`src/rtl/hc4_prog_loader.sv`:
```
// HC4 boot loader: framed byte stream -> program memory,
// checksum verify, then release of the CPU reset.
module hc4_prog_loader #(
  parameter int          ADDR_WIDTH = 12,
  parameter logic [7:0]  SYNC_BYTE  = 8'hA5,
  parameter int          RESET_HOLD = 4
) (
  input  logic                  clk,
  input  logic                  Reset,
  input  logic [7:0]            in_data,
  input  logic                  in_valid,
  output logic                  in_ready,
  output logic [ADDR_WIDTH-1:0] prog_addr,
  output logic [7:0]            prog_data,
  output logic                  prog_we,
  output logic                  cpu_nReset,
  output logic                  busy,
  output logic                  done,
  output logic                  err
);

  localparam logic [2:0] S_IDLE  = 3'd0;
  localparam logic [2:0] S_LENHI = 3'd1;
  localparam logic [2:0] S_LENLO = 3'd2;
  localparam logic [2:0] S_DATA  = 3'd3;
  localparam logic [2:0] S_CHK   = 3'd4;
  localparam logic [2:0] S_HOLD  = 3'd5;
  localparam logic [2:0] S_RUN   = 3'd6;

  localparam int HW = $clog2(RESET_HOLD + 1);
  localparam logic [7:0] HI_MASK =
    8'((16'h00FF << (ADDR_WIDTH - 8)) & 16'h00FF);

  logic [2:0]            st_q, st_d;
  logic                  rdy_q, rdy_d;
  logic [7:0]            lenhi_q, lenhi_d;
  logic [15:0]           len_q, len_d;
  logic [ADDR_WIDTH:0]   idx_q, idx_d;
  logic [7:0]            sum_q, sum_d;
  logic [HW-1:0]         hcnt_q, hcnt_d;
  logic                  we_q, we_d;
  logic [ADDR_WIDTH-1:0] addr_q, addr_d;
  logic [7:0]            pdat_q, pdat_d;
  logic                  nres_q, nres_d;
  logic                  done_q, done_d;
  logic                  err_q, err_d;

  logic       fire;
  logic [7:0] chk_sum;
  logic       last;

  assign fire    = in_valid && rdy_q;
  assign chk_sum = sum_q + in_data;
  assign last    = (17'(idx_q) == {1'b0, len_q});

  // Frame parser next-state and datapath updates
  always_comb begin
    st_d    = st_q;
    lenhi_d = lenhi_q;
    len_d   = len_q;
    idx_d   = idx_q;
    sum_d   = sum_q;
    hcnt_d  = hcnt_q;
    we_d    = 1'b0;
    addr_d  = addr_q;
    pdat_d  = pdat_q;
    nres_d  = nres_q;
    done_d  = done_q;
    err_d   = err_q;
    unique case (st_q)
      S_IDLE, S_RUN: begin
        if (fire && in_data == SYNC_BYTE) begin
          done_d = 1'b0;
          err_d  = 1'b0;
          nres_d = 1'b0;
          st_d   = S_LENHI;
        end
      end
      S_LENHI: begin
        if (fire) begin
          lenhi_d = in_data;
          if (|(in_data & HI_MASK)) begin
            err_d = 1'b1;
            st_d  = S_IDLE;
          end else begin
            st_d = S_LENLO;
          end
        end
      end
      S_LENLO: begin
        if (fire) begin
          len_d = {lenhi_q, in_data};
          idx_d = '0;
          sum_d = '0;
          st_d  = S_DATA;
        end
      end
      S_DATA: begin
        if (fire) begin
          sum_d  = chk_sum;
          we_d   = 1'b1;
          addr_d = idx_q[ADDR_WIDTH-1:0];
          pdat_d = in_data;
          if (last) st_d = S_CHK;
          else      idx_d = idx_q + 1'b1;
        end
      end
      S_CHK: begin
        if (fire) begin
          if (chk_sum == 8'd0) begin
            hcnt_d = '0;
            st_d   = S_HOLD;
          end else begin
            err_d = 1'b1;
            st_d  = S_IDLE;
          end
        end
      end
      S_HOLD: begin
        if (hcnt_q == HW'(RESET_HOLD)) begin
          done_d = 1'b1;
          nres_d = 1'b1;
          st_d   = S_RUN;
        end else begin
          hcnt_d = hcnt_q + 1'b1;
        end
      end
      default: st_d = S_IDLE;
    endcase
    rdy_d = (st_d != S_HOLD) && !(st_q == S_DATA && fire);
  end

  // State and output registers with synchronous reset
  always_ff @(posedge clk) begin
    if (Reset) begin
      st_q    <= S_IDLE;
      rdy_q   <= 1'b0;
      lenhi_q <= '0;
      len_q   <= '0;
      idx_q   <= '0;
      sum_q   <= '0;
      hcnt_q  <= '0;
      we_q    <= 1'b0;
      addr_q  <= '0;
      pdat_q  <= '0;
      nres_q  <= 1'b0;
      done_q  <= 1'b0;
      err_q   <= 1'b0;
    end else begin
      st_q    <= st_d;
      rdy_q   <= rdy_d;
      lenhi_q <= lenhi_d;
      len_q   <= len_d;
      idx_q   <= idx_d;
      sum_q   <= sum_d;
      hcnt_q  <= hcnt_d;
      we_q    <= we_d;
      addr_q  <= addr_d;
      pdat_q  <= pdat_d;
      nres_q  <= nres_d;
      done_q  <= done_d;
      err_q   <= err_d;
    end
  end

  assign in_ready   = rdy_q;
  assign prog_we    = we_q;
  assign prog_addr  = addr_q;
  assign prog_data  = pdat_q;
  assign cpu_nReset = nres_q;
  assign done       = done_q;
  assign err        = err_q;
  assign busy       = (st_q == S_LENHI) || (st_q == S_LENLO) ||
                      (st_q == S_DATA)  || (st_q == S_CHK)   ||
                      (st_q == S_HOLD);

endmodule

```
`config.mk`:
```
export PLATFORM = sky130hd
export DESIGN_NAME = hc4_prog_loader
export DESIGN_NICKNAME = d
export VERILOG_FILES = /design/src/rtl/hc4_prog_loader.sv
export SDC_FILE = /design/constraint.sdc
export NUM_CORES = 1
export LEC_CHECK = 0
export ABC_AREA = 1
export CAP_MARGIN = 20
export CORE_MARGIN = 1
export CORE_UTILIZATION = 30
export CTS_BUF_LIST = sky130_fd_sc_hd__clkbuf_8
export DETAILED_ROUTE_END_ITERATION = 8
export GPL_TIMING_DRIVEN = 0
export PLACE_DENSITY = 0.54
export RECOVER_POWER = 25
export SLEW_MARGIN = 20
export SYNTH_ARGS = -nofsm -noshare
export SYNTH_HDL_FRONTEND = slang
export SYNTH_SLANG_ARGS = --single-unit
```
`constraint.sdc`:
```
create_clock -name clk -period 5.2 [get_ports clk]
set_clock_uncertainty 0.05 [all_clocks]
set_input_delay 1.04 -clock clk [delete_from_list [all_inputs] [get_ports clk]]
set_output_delay 1.04 -clock clk [all_outputs]
set_load 0.1 [all_outputs]
```
Word level (Yosys, flattened, before mapping)

Index checks and enable logic that the tools add are counted.

Bits in registers: 75
Bits of input ports: 11
Output and inout port bits: 26
Word-level logic and storage cells: 93

$add $sub $neg: 3
Equal/unequal tests: 21
Muxes and demuxes: 30
Bitwise gates (word level): 1
Reductions and logical operators: 26

Operators with widths:

| kind                  | number |
|---|---|
| $mux 13               | 3 |
| $mux 3                | 11 |
| $pmux 13 s2           | 1 |
| $ne 2x2->1 const B    | 11 |
| $pmux 3 s6            | 1 |
| $eq 13x16->1          | 1 |
| $mux 8                | 2 |
| $pmux 8 s2            | 1 |
| $add 13x1->13 const B | 1 |
| $eq 3x3->1 const B    | 4 |
| $add 8x8->8           | 1 |
| $eq 8x8->1 const B    | 1 |
| $logic_not 8->1       | 1 |
| $reduce_and 4->1      | 2 |
| $mux 1                | 7 |
| $eq 3x2->1 const B    | 2 |
| $pmux 3 s2            | 1 |
| $reduce_and 2->1      | 3 |
| $reduce_and 3->1      | 2 |
| $reduce_and 6->1      | 1 |
| $reduce_bool 2->1     | 3 |
| $logic_and 1x1->1     | 4 |
| $logic_or 1x1->1      | 4 |
| $reduce_or 2->1       | 2 |
| other kinds (11)      | 11 |

Longest topological paths before layout

Gate-level depths: netlist of run 1.

Depth in word-level cells: 7
Depth in mapped cells: 13
Depth with buffers taken out: 13

Worst setup path after synthesis of run 1

No wires, ideal clock.

Path kind: input port to flip-flop
From: in in_data[0]
To: reg hcnt_q[0]
Setup time: 111 ps
Data arrival time: 2,539 ps
Path slack: 2,499 ps
Cell stages on the path: 11
Path buffers: 0
Cells stage by stage: ha_1 fa_1 xor2_1 nor2_1 nand3_1 nor2_1 nand3_1 nand2_1 inv_1 nor2_1 nor2_1

Word-level cells in the longest chain between the ends: 4

RTL lines:

| item                       | line | text |
|---|---|---|
| from (decl)                | 10   | `input logic [7:0] in_data,` |
| $add 8x8->8                | 53   | `assign chk_sum = sum_q + in_data;` |
| $logic_not 8->1            | 110  | `if (chk_sum == 8'd0) begin` |
| $ne 2x2->1 (no line)       | -    |  |
| $reduce_and 4->1 (no line) | -    |  |
| to (signal assigned)       | 156  | `hcnt_q <= hcnt_d;` |
| to (decl)                  | 40   | `logic [HW-1:0] hcnt_q, hcnt_d;` |

Every way passes these cells.
A chain may end at the register's enable or synchronous reset.

Worst setup path after layout of run 1

From: reg st_q[1]
To: out busy

Word-level cells in the longest chain between the ends: 5

RTL lines:

| item                                     | line | text |
|---|---|---|
| from (decl)                              | 34   | `logic [2:0] st_q, st_d;` |
| from (signal assigned)                   | 150  | `st_q <= st_d;` |
| $eq 3x1->1 or $eq 3x2->1 (tied branches) | 173  | `assign busy = (st_q == S_LENHI) \|\| (st_q == S_LENLO) \|\|` |
| $logic_or 1x1->1 (2 in series)           | 173  |  |
| $logic_or 1x1->1                         | 174  | `(st_q == S_DATA) \|\| (st_q == S_CHK) \|\|` |
| $logic_or 1x1->1 (*)                     | 174  |  |
| to (decl)                                | 17   | `output logic busy,` |

Every way passes the cells marked *; elsewhere a longest branch is shown, timed or not.

==> results of run 1 <==
[final cells by class]
class                      count  area, um2
clock inverter                 5       76.3
timing repair buffer          36        360
tap                          168        210
multi-input combinational    352       1880
buffer                        29        141
sequential                    75       1500
inverter                      59        221
fill                        1307       7620
clock buffer                  11        151
[cell usage after synthesis (11+ instances only)]
master	n	area, um2
nand4_1	16	100
o21ai_0	30	150
xor2_1	16	140
nor2_1	55	206
dfxtp_1	75	1500
inv_1	52	195
a21oi_1	28	140
nand3_1	53	265
buf_2	14	70.1
nand2_1	78	293
xnor2_1	11	96.3
[kinds of logic after synthesis]
kind of cell	Yosys count
adders and majority gates	11
AOI/OAI and AO/OA	86
DFF	75
and+or+nand+nor	228
buffers and inverters	88
xor gates and xnor gates	27
[metal layers]
| layer | global-route usage, % | share of wire [%] | up-vias |
|---|---|---|---|
| li1 | - | - | 1776 |
| met1 | 21.6 | 49 | 1606 |
| met2 | 27.1 | 46 | 64 |
| met3 | 3.34 | 3.5 | 12 |
| met4 | 4.94 | 1.3 | 0 |
| met5 | 0 | 0 | - |
[path summary, 6_finish.rpt]
kind	slack, ns	end	from	cells past startpoint
setup / recovery	1.82	busy	st_q[1]	5
hold / removal	0.42	prog_addr[9]	prog_addr[9]	2
setup reg to reg	2.75	idx_q[7]	in_ready	9
hold reg to reg	0.42	prog_addr[9]	prog_addr[9]	2
[worst register-to-register path, cell delays in order (launching register included)]
cell and delay, ns:
dfxtp_1 0.31, nand2_1 0.20, inv_1 0.12, nand2_1 0.10, clkbuf_1 0.40, inv_1 0.15, o21ai_0 0.19, clkbuf_1 0.61
nand2_2 0.10, a21oi_2 0.14
[sequential cells by signal, indices dropped and copies added (netlist names)]
register	flops
prog_addr	12
st_q	3
sum_q	8
lenhi_q	8
err	1
len_q	16
done	1
hcnt_q	3
prog_data	8
idx_q	13
prog_we	1
in_ready	1
[report_power, final]
group	internal (mW)	switching [mW]	leakage [nW]	total [mW]
clock network	0.294	0.221	0.117	0.515
logic	0.0152	0.0348	1.25	0.0499
registers	0.574	0.000273	0.604	0.575
total	0.884	0.256	1.97	1.14
[per-stage QoR]
stage / area (um2) / hold slack, ns / utilization [%] / power (mW) / setup WS [ns]
after floorplan: 3790 / 0.399 / - / 0.616 / 2.50
after global placement: 4360 / 0.410 / 35.9 / 0.639 / 1.52
after detailed placement: 4360 / 0.411 / 35.9 / 0.639 / 1.53
after CTS: 4590 / 0.423 / 37.7 / 1.15 / 1.81
after global routing: 4550 / 0.438 / 37.4 / 1.19 / 1.62
final: 4550 / 0.420 / 37.4 / 1.14 / 1.82
[cell usage in the layout (no fill, tap or decap), types with 2 or more instances in the layout]
| master | instances |
|---|---|
| bufinv_16 | 2 |
| clkdlybuf4s50_1 | 33 |
| nand4_1 | 16 |
| ha_1 | 10 |
| o21ai_0 | 31 |
| nand2_2 | 10 |
| clkbuf_8 | 11 |
| dfxtp_1 | 75 |
| buf_2 | 11 |
| clkbuf_1 | 14 |
| inv_2 | 4 |
| clkinv_1 | 2 |
| dlygate4sd3_1 | 3 |
| xnor2_1 | 11 |
| a32o_1 | 3 |
| nand3_1 | 53 |
| nand2_1 | 78 |
| inv_1 | 54 |
| nor2_1 | 58 |
| a21oi_2 | 6 |
| buf_6 | 2 |
| o21ai_1 | 10 |
| a21oi_1 | 32 |
| xor2_1 | 16 |
| nor3_1 | 9 |
==> results.py, run 1 <==
metrics = {
    "synthesis": {
        "yosys_warnings": 0,
        "synth_top_family_by_area": "simple AND/OR/NAND/NOR gates",
        "synth_xor_xnor_area_share_pct": 6.24,
        "ys.flop_type": "dfxtp_1",
        "synth_seq_cells": 75,
        "synth_edf_count": 0,
        "syn_inst": 515,
        "ys_seq_area_share_pct": 39.6,
        "synthAdderAreaFrac_pct": 3.83,
        "yosys.area_share.simple_pct": 27.1,
        "synth_compound_area_share_pct": 13.4,
        "async_flop_share_pct": 0,
        "syn_area_um2": 3790,
        "synthMuxAreaShare_pct": 0,
        "synthDistinctLibCells": 33,
        "avgSynthCellArea_um2": 7.36,
        "synth_fp_nets": 537,
    },
    "floorplanning": {
        "ios": 37,
        "die_area_um2": 13100,
        "die_h_um": 114,
        "core_um2": 12200,
        "rows": 40,
        "die_w_um": 114,
        "start_util_pct": 31.2,
    },
    "route": {
        "drt_wl_total_um": 10000,
        "drtPass1Iterations": 5,
        "viasPerCell": 4.70,
        "vias": 3458,
        "ant_nets": 0,
        "post-route-drc-count": 0,
        "drt_iter0_drc": 182,
        "post_drt_wl_per_cell_um": 13.7,
    },
    "cells_and_area": {
        "area_growth_pct": 19.9,
        "instances_no_fill": 735,
        "antenna_cells": 0,
        "layout.nets": 584,
        "drive_gt1_share_pct": 9.17,
    },
    "hold_path": {
        "worstHoldPathType": "flip-flop to flip-flop",
    },
    "worst_setup_path": {
        "path_buf_inv": 3,
        "critPathTopFamily": "buffers and inverters",
        "cp-start-kind": "flip-flop",
        "crit_path_max_fanout": 5,
        "cp.required_ns": 4.11,
        "crit_chain": "inv_2 -> nor2_1 -> inv_1 -> nand3_1 -> clkdlybuf4s50_1",
        "slowest_stage": "clkdlybuf4s50_1",
        "crit_path_end_kind": "output port",
        "critPathMaxStageDelay_ns": 1.14,
        "crit_arrival_ns": 2.29,
        "critPathKind": "flip-flop to output port",
    },
    "clock_tree": {
        "cts-root-buf": "clkbuf_8",
        "cts_tree": "built",
        "hold_buffers": 0,
        "cts.clk_slew.worst_paths_ns": 0.08,
        "cts_max_path_buffers": 2,
        "clkLatencyLatePin_ns": 0.35,
        "htreeDepth": 3,
        "cts.sinks": 75,
        "cts_resized": 0,
        "postCtsSetupRepairBufs": 0,
        "cts_buffers": 9,
    },
    "timing": {
        "slew_violations": 0,
        "hold_viol_final": 0,
        "finalSetupViolCount": 0,
        "grt_setup_unrepaired": "no",
        "period_share_pct": 64.9,
        "fin_tns_setup_ns": 0,
        "finalCriticalPeriod_ns": 3.38,
        "slew_headroom_pct": 34.8,
        "fmax_ghz": 0.296,
        "worstMarginPinSlew_ns": 0.975,
    },
    "grt": {
        "overflow": 0,
        "grt_antenna_before_repair": 0,
        "grt_max_degree": 13,
        "grt_pass1_vias": 3302,
        "grt.total_usage_pct": 16.4,
        "grt_pass1_wl_um": 16600,
    },
    "status": {
        "status": "completed",
    },
    "placed_design": {
        "globalplace.congestion": 0.876,
        "io_buffers": 36,
        "dpl.hpwl_um": 7530,
        "dp.cells": 719,
    },
    "job": {
        "maxCapViolations": 0,
    },
    "pwr": {
        "pwr_density_cell_nw_per_um2": 251,
        "power.leakage_nw": 1.97,
        "peakVddDrop_mv": 0.0905,
    },
}
Power figures use the tool's default switching activity.
==> run 2: changes to the inputs <==
Settings changed: PLACE_DENSITY 0.54 to 0.56.
Clock period 5.2 ns to 3 ns, I/O delays scaled along.
==> run 2 against run 1 <==
Effect of this change: final cell count is the same; sequential share of layout area decreased by 0.054 points; sequential power increased by 73%; critical path type is now primary input to flip-flop.
==> results.py, run 2 (synthesis gave the netlist of run 1 again) <==
metrics = {
    "floorplanning": {
        "ios": 37,
        "start_util_pct": 31.2,
        "core_um2": 12200,
        "die_w_um": 114,
        "rows": 40,
        "die_area_um2": 13100,
        "die_h_um": 114,
    },
    "pwr": {
        "power.leakage_nw": 1.99,
        "peakVddDrop_mv": 0.271,
        "pwr_density_cell_nw_per_um2": 439,
    },
    "status": {
        "status": "completed",
    },
    "worst_setup_path": {
        "critPathTopFamily": "simple AND/OR/NAND/NOR gates",
        "cp_common_cell": "nor2_1",
        "critPathMaxStageDelay_ns": 0.54,
        "path_buf_inv": 2,
        "crit_arrival_ns": 3.03,
        "crit_path_end_kind": "flip-flop",
        "cp-startpoint": "in_data[0]",
        "cp-start-kind": "primary input",
        "crit_path_max_fanout": 5,
        "crit_chain": "clkdlybuf4s50_1 -> ha_1 -> fa_1 -> xor2_1 -> nor2_1 -> nand3_1 -> nor2_1 -> nand3_1 -> nand2_1 -> inv_1 -> nor2_1 -> nor2_1",
        "rr_startpoint": "sum_q[0]",
        "slowest_stage": "clkdlybuf4s50_1",
        "cp.required_ns": 3.21,
        "critPathKind": "primary input to flip-flop",
    },
    "cells_and_area": {
        "drive_gt1_share_pct": 9.35,
        "final_cell_mix": "83 x nand2_1, 75 x dfxtp_1, 58 x nor2_1",
        "layout.nets": 584,
        "top_register": "len_q",
        "final_common_cell": "nand2_1",
        "final_cell_area_um2": 4550,
        "antenna_cells": 0,
        "instances_no_fill": 735,
        "largest_reg_flops": 16,
        "area_growth_pct": 20.1,
    },
    "timing": {
        "fin_tns_setup_ns": 0,
        "grt_setup_unrepaired": "no",
        "slew_headroom_pct": 34.2,
        "slew_violations": 0,
        "finalCriticalPeriod_ns": 2.82,
        "period_share_pct": 94.0,
        "finalSetupViolCount": 0,
        "hold_viol_final": 0,
        "fmax_ghz": 0.355,
        "worstMarginPinSlew_ns": 0.984,
    },
    "route": {
        "ant_nets": 0,
        "drtPass1Iterations": 4,
        "viasPerCell": 4.73,
        "drt_wl_total_um": 9970,
        "drt_iter0_drc": 152,
        "post-route-drc-count": 0,
        "post_drt_wl_per_cell_um": 13.6,
        "vias": 3477,
    },
    "grt": {
        "grt_pass1_wl_um": 16800,
        "overflow": 0,
        "grt_max_degree": 16,
        "grt.total_usage_pct": 16.6,
        "grt_pass1_vias": 3307,
        "grt_antenna_before_repair": 0,
    },
    "clock_tree": {
        "postCtsSetupRepairBufs": 0,
        "cts_max_path_buffers": 2,
        "htreeDepth": 3,
        "clkLatencyLatePin_ns": 0.37,
        "cts_tree": "built",
        "cts.clk_slew.worst_paths_ns": 0.09,
        "cts-root-buf": "clkbuf_8",
        "cts.sinks": 75,
        "cts_buffers": 9,
    },
    "placed_design": {
        "globalplace.congestion": 0.914,
        "io_buffers": 36,
        "dpl.hpwl_um": 7460,
        "placed_area_um2": 4360,
        "dp.cells": 719,
    },
    "job": {
        "maxCapViolations": 0,
    },
    "hold_path": {
        "worstHoldPathType": "flip-flop to flip-flop",
        "hp-start": "prog_addr[9]",
    },
}
==> run 2: metal layers <==
layer | GRT usage (%) | vias up | routed length [um]
met4 | 3.20 | 0 | 80
met5 | 0 | - | 0
met3 | 3.81 | 7 | 435
met1 | 23.1 | 1615 | 4990
met2 | 26.2 | 75 | 4460
li1 | - | 1780 | -
==> run 2: area by class of cell <==
type                    count  area, um2
repair buffers             36        363
well taps                 168        210
clock buffers               9        124
clock inverters             7        105
multi-input cells         352       1890
flip-flops and latches     75       1500
inverters                  59        221
fillers                  1309       7610
plain buffers              29        143
==> run 2: final timing paths <==
kind	endpoint	slack (ns)	depth (start not counted)
hold / removal	prog_addr[9]	0.42	2
setup / recovery	hcnt_q[1]	0.18	12
hold reg to reg	prog_addr[9]	0.42	2
setup reg to reg	hcnt_q[1]	0.74	11
==> run 2: power breakdown <==
| part | switching [mW] | internal (mW) | total, mW |
|---|---|---|---|
| clock network | 0.435 | 0.483 | 0.918 |
| logic | 0.0601 | 0.0265 | 0.0866 |
| registers | 0.000494 | 0.995 | 0.996 |
==> run 2: what timing repair did <==
| item | 4_1_cts | 5_1_grt |
|---|---|---|
| setup endpoints to repair | 0 | 1 |
| hold buffers | 0 | 0 |
| resized for setup | 0 | 1 |
==> run 2: per-stage QoR <==
stage	hold slack (ns)	worst slack (ns)	total power, mW	utilization [%]
6_report	0.423	0.179	2.00	37.4
3_5_place_dp	0.413	-0.201	1.11	35.9
2_1_floorplan	0.399	0.715	1.07	-
5_1_grt	0.438	0.0136	2.07	37.4
3_3_place_gp	0.411	-0.186	1.11	35.9
4_1_cts	0.427	0.0477	2.02	37.8
==> run 2: tightest hold or removal path, stage by stage (launching register included) <==
cell and delay, ns:
dfxtp_1 0.32, nand3_1 0.07, nand2_1 0.05
==> edit, RTL diff (flow settings as in run 1) <==
Take the reset off `sum_q` and load it in a clocked block of its own.
--- a/src/rtl/hc4_prog_loader.sv
+++ b/src/rtl/hc4_prog_loader.sv
@@ -138,7 +138,6 @@
       lenhi_q <= '0;
       len_q   <= '0;
       idx_q   <= '0;
-      sum_q   <= '0;
       hcnt_q  <= '0;
       we_q    <= 1'b0;
       addr_q  <= '0;
@@ -152,7 +151,6 @@
       lenhi_q <= lenhi_d;
       len_q   <= len_d;
       idx_q   <= idx_d;
-      sum_q   <= sum_d;
       hcnt_q  <= hcnt_d;
       we_q    <= we_d;
       addr_q  <= addr_d;
@@ -161,6 +159,10 @@
       done_q  <= done_d;
       err_q   <= err_d;
     end
+  end
+
+  always_ff @(posedge clk) begin
+    sum_q <= sum_d;
   end
 
   assign in_ready   = rdy_q;
Function: same outputs for any inputs over 10 cycles, from zero or initial values and one cycle with Reset high; that may be too few to reach the edited logic, so the function may still have changed.
==> edit against run 1 <==
  * Maximum frequency up 1.4%
  * Sequential cell count unchanged
  * Power down 3.6%
  * Routed wire length down 3.8%
  * Final cell count unchanged
  * Area after synthesis up 2.2%
  * Non-clock buffer count down 4
  * Setup slack better by 0.046 ns
  * Design area up 1.9%
  * Critical path type is now primary input to flop
  * Highest routed layer unchanged
==> edit: results <==
metrics = {
    "synthesis": {
        "syn-num-nets": 532,
        "yosys-top-cells-area": "dfxtp_1 35%, nand2_1 7.9%, nor2_1 7.4%, edfxtp_1 6.2%, nand3_1 5.9%",
        "synthTopCellsByCount": "82 x nand2_1, 76 x nor2_1, 67 x dfxtp_1",
        "synth_mux_area_share_pct": 0,
        "synthAdderAreaFrac_pct": 3.74,
        "synthArstFlopShare_pct": 0,
        "synth-compound-area-share_pct": 13.0,
        "synth_xor_area_share_pct": 5.65,
        "synth_edf_count": 8,
        "yosysSeqAreaShare_pct": 40.8,
        "synth_warnings": 0,
        "synth.distinct_cells": 36,
    },
    "final_layout": {
        "regMostFlops": "len_q",
        "final_nets": 580,
        "drive_gt1_share_pct": 12.8,
        "antenna_cells": 0,
        "fillers": 1381,
    },
    "cts": {
        "post_cts_resized": 0,
        "clock_tree.buffer_depth": 2,
        "cts_max_level": 3,
        "clk_pin_slew_ns": 0.08,
        "numCtsBuffers": 9,
        "clk_latency_ns": 0.35,
    },
    "setup_path": {
        "crit_fanout": 5,
        "crit_slowest_cell": "dlygate4sd3_1",
        "slowest_delay_ns": 0.65,
        "path_delay_family": "simple AND/OR/NAND/NOR gates",
        "cp.arrival_ns": 3.53,
    },
    "drt": {
        "drt_pass1_iterations": 5,
        "routed_via_density": 4.52,
        "topRoutingLayerUsed": "met4",
        "dr_wl_met2_um": 4580,
        "wl_per_cell_um": 13.1,
        "wl_met1_um": 4750,
        "dr_wl_met3_um": 275,
        "drt-initial-drc-count": 139,
    },
    "hold_path": {
        "hold_class": "flop to flop",
    },
    "place": {
        "gp_congestion": 0.885,
        "port_buffers": 36,
        "hpwl_um": 7320,
    },
    "grt": {
        "grt_max_degree": 14,
        "track_usage_pct": 15.8,
        "grt_pass1_vias": 3275,
        "grt_first_pass_wirelength_um": 16100,
        "antenna_found_initial": 0,
    },
    "run_status": {
        "status": "complete, no violations",
    },
    "pwr": {
        "switching_share_pct": 23.9,
        "leakage_nw": 1.87,
        "ir_worst_vdd_mv": 0.101,
    },
    "sta": {
        "worst_pin_slew_ns": 0.989,
    },
}
## edit: cell count changes after synthesis, sizes merged, moves of 6 or more
cell / before / now
nor2: 60 / 82
inv: 57 / 51
nand3: 53 / 47
dfxtp: 75 / 67
nand4: 16 / 8
edfxtp: 0 / 8
## edit: per-layer routing
metal  global-route usage (%)  vias up
li1                         -     1751
met1                     20.6     1524
met2                     25.9       46
met3                     2.72        4
met4                     6.58        0
met5                        0        -
## edit: cell type report
| type | instances | area (sq um) | share of cell area, % |
|---|---|---|---|
| tap | 172 | 215 | 4.64 |
| clock inverter | 6 | 65.1 | 1.40 |
| inverter | 51 | 191 | 4.13 |
| multi-input combinational | 360 | 1930 | 41.7 |
| clock buffer | 10 | 138 | 2.97 |
| buffer | 24 | 146 | 3.16 |
| sequential | 75 | 1580 | 34.1 |
| timing repair buffer | 37 | 364 | 7.86 |
## edit: per-stage QoR
stage	area (sq um)	hold WS (ns)	util [%]	worst slack [ns]	cells
final	4630	0.413	36.7	1.87	735
after global routing	4630	0.433	36.7	1.63	735
after CTS	4650	0.421	36.9	1.88	734
after detailed placement	4450	0.401	35.3	1.59	718
after global placement	4450	0.402	35.3	1.59	718
after floorplan	3880	0.400	-	1.52	510
## edit: power by group through the flow
stage / registers (mW) / clock network (mW) / logic [mW]
after detailed placement: 0.597 / 0 / 0.0602
after global routing: 0.583 / 0.503 / 0.0660
final: 0.583 / 0.456 / 0.0592
after global placement: 0.597 / 0 / 0.0597
after floorplan: 0.600 / 0 / 0.0332
after CTS: 0.583 / 0.474 / 0.0604
## edit: worst paths after layout
path | from | end | slack [ns] | cells past startpoint
setup / recovery | in_data[0] | hcnt_q[1] | 1.87 | 12
hold / removal | err | err | 0.41 | 2
setup reg to reg | sum_q[0] | hcnt_q[1] | 2.89 | 11
hold reg to reg | err | err | 0.41 | 2
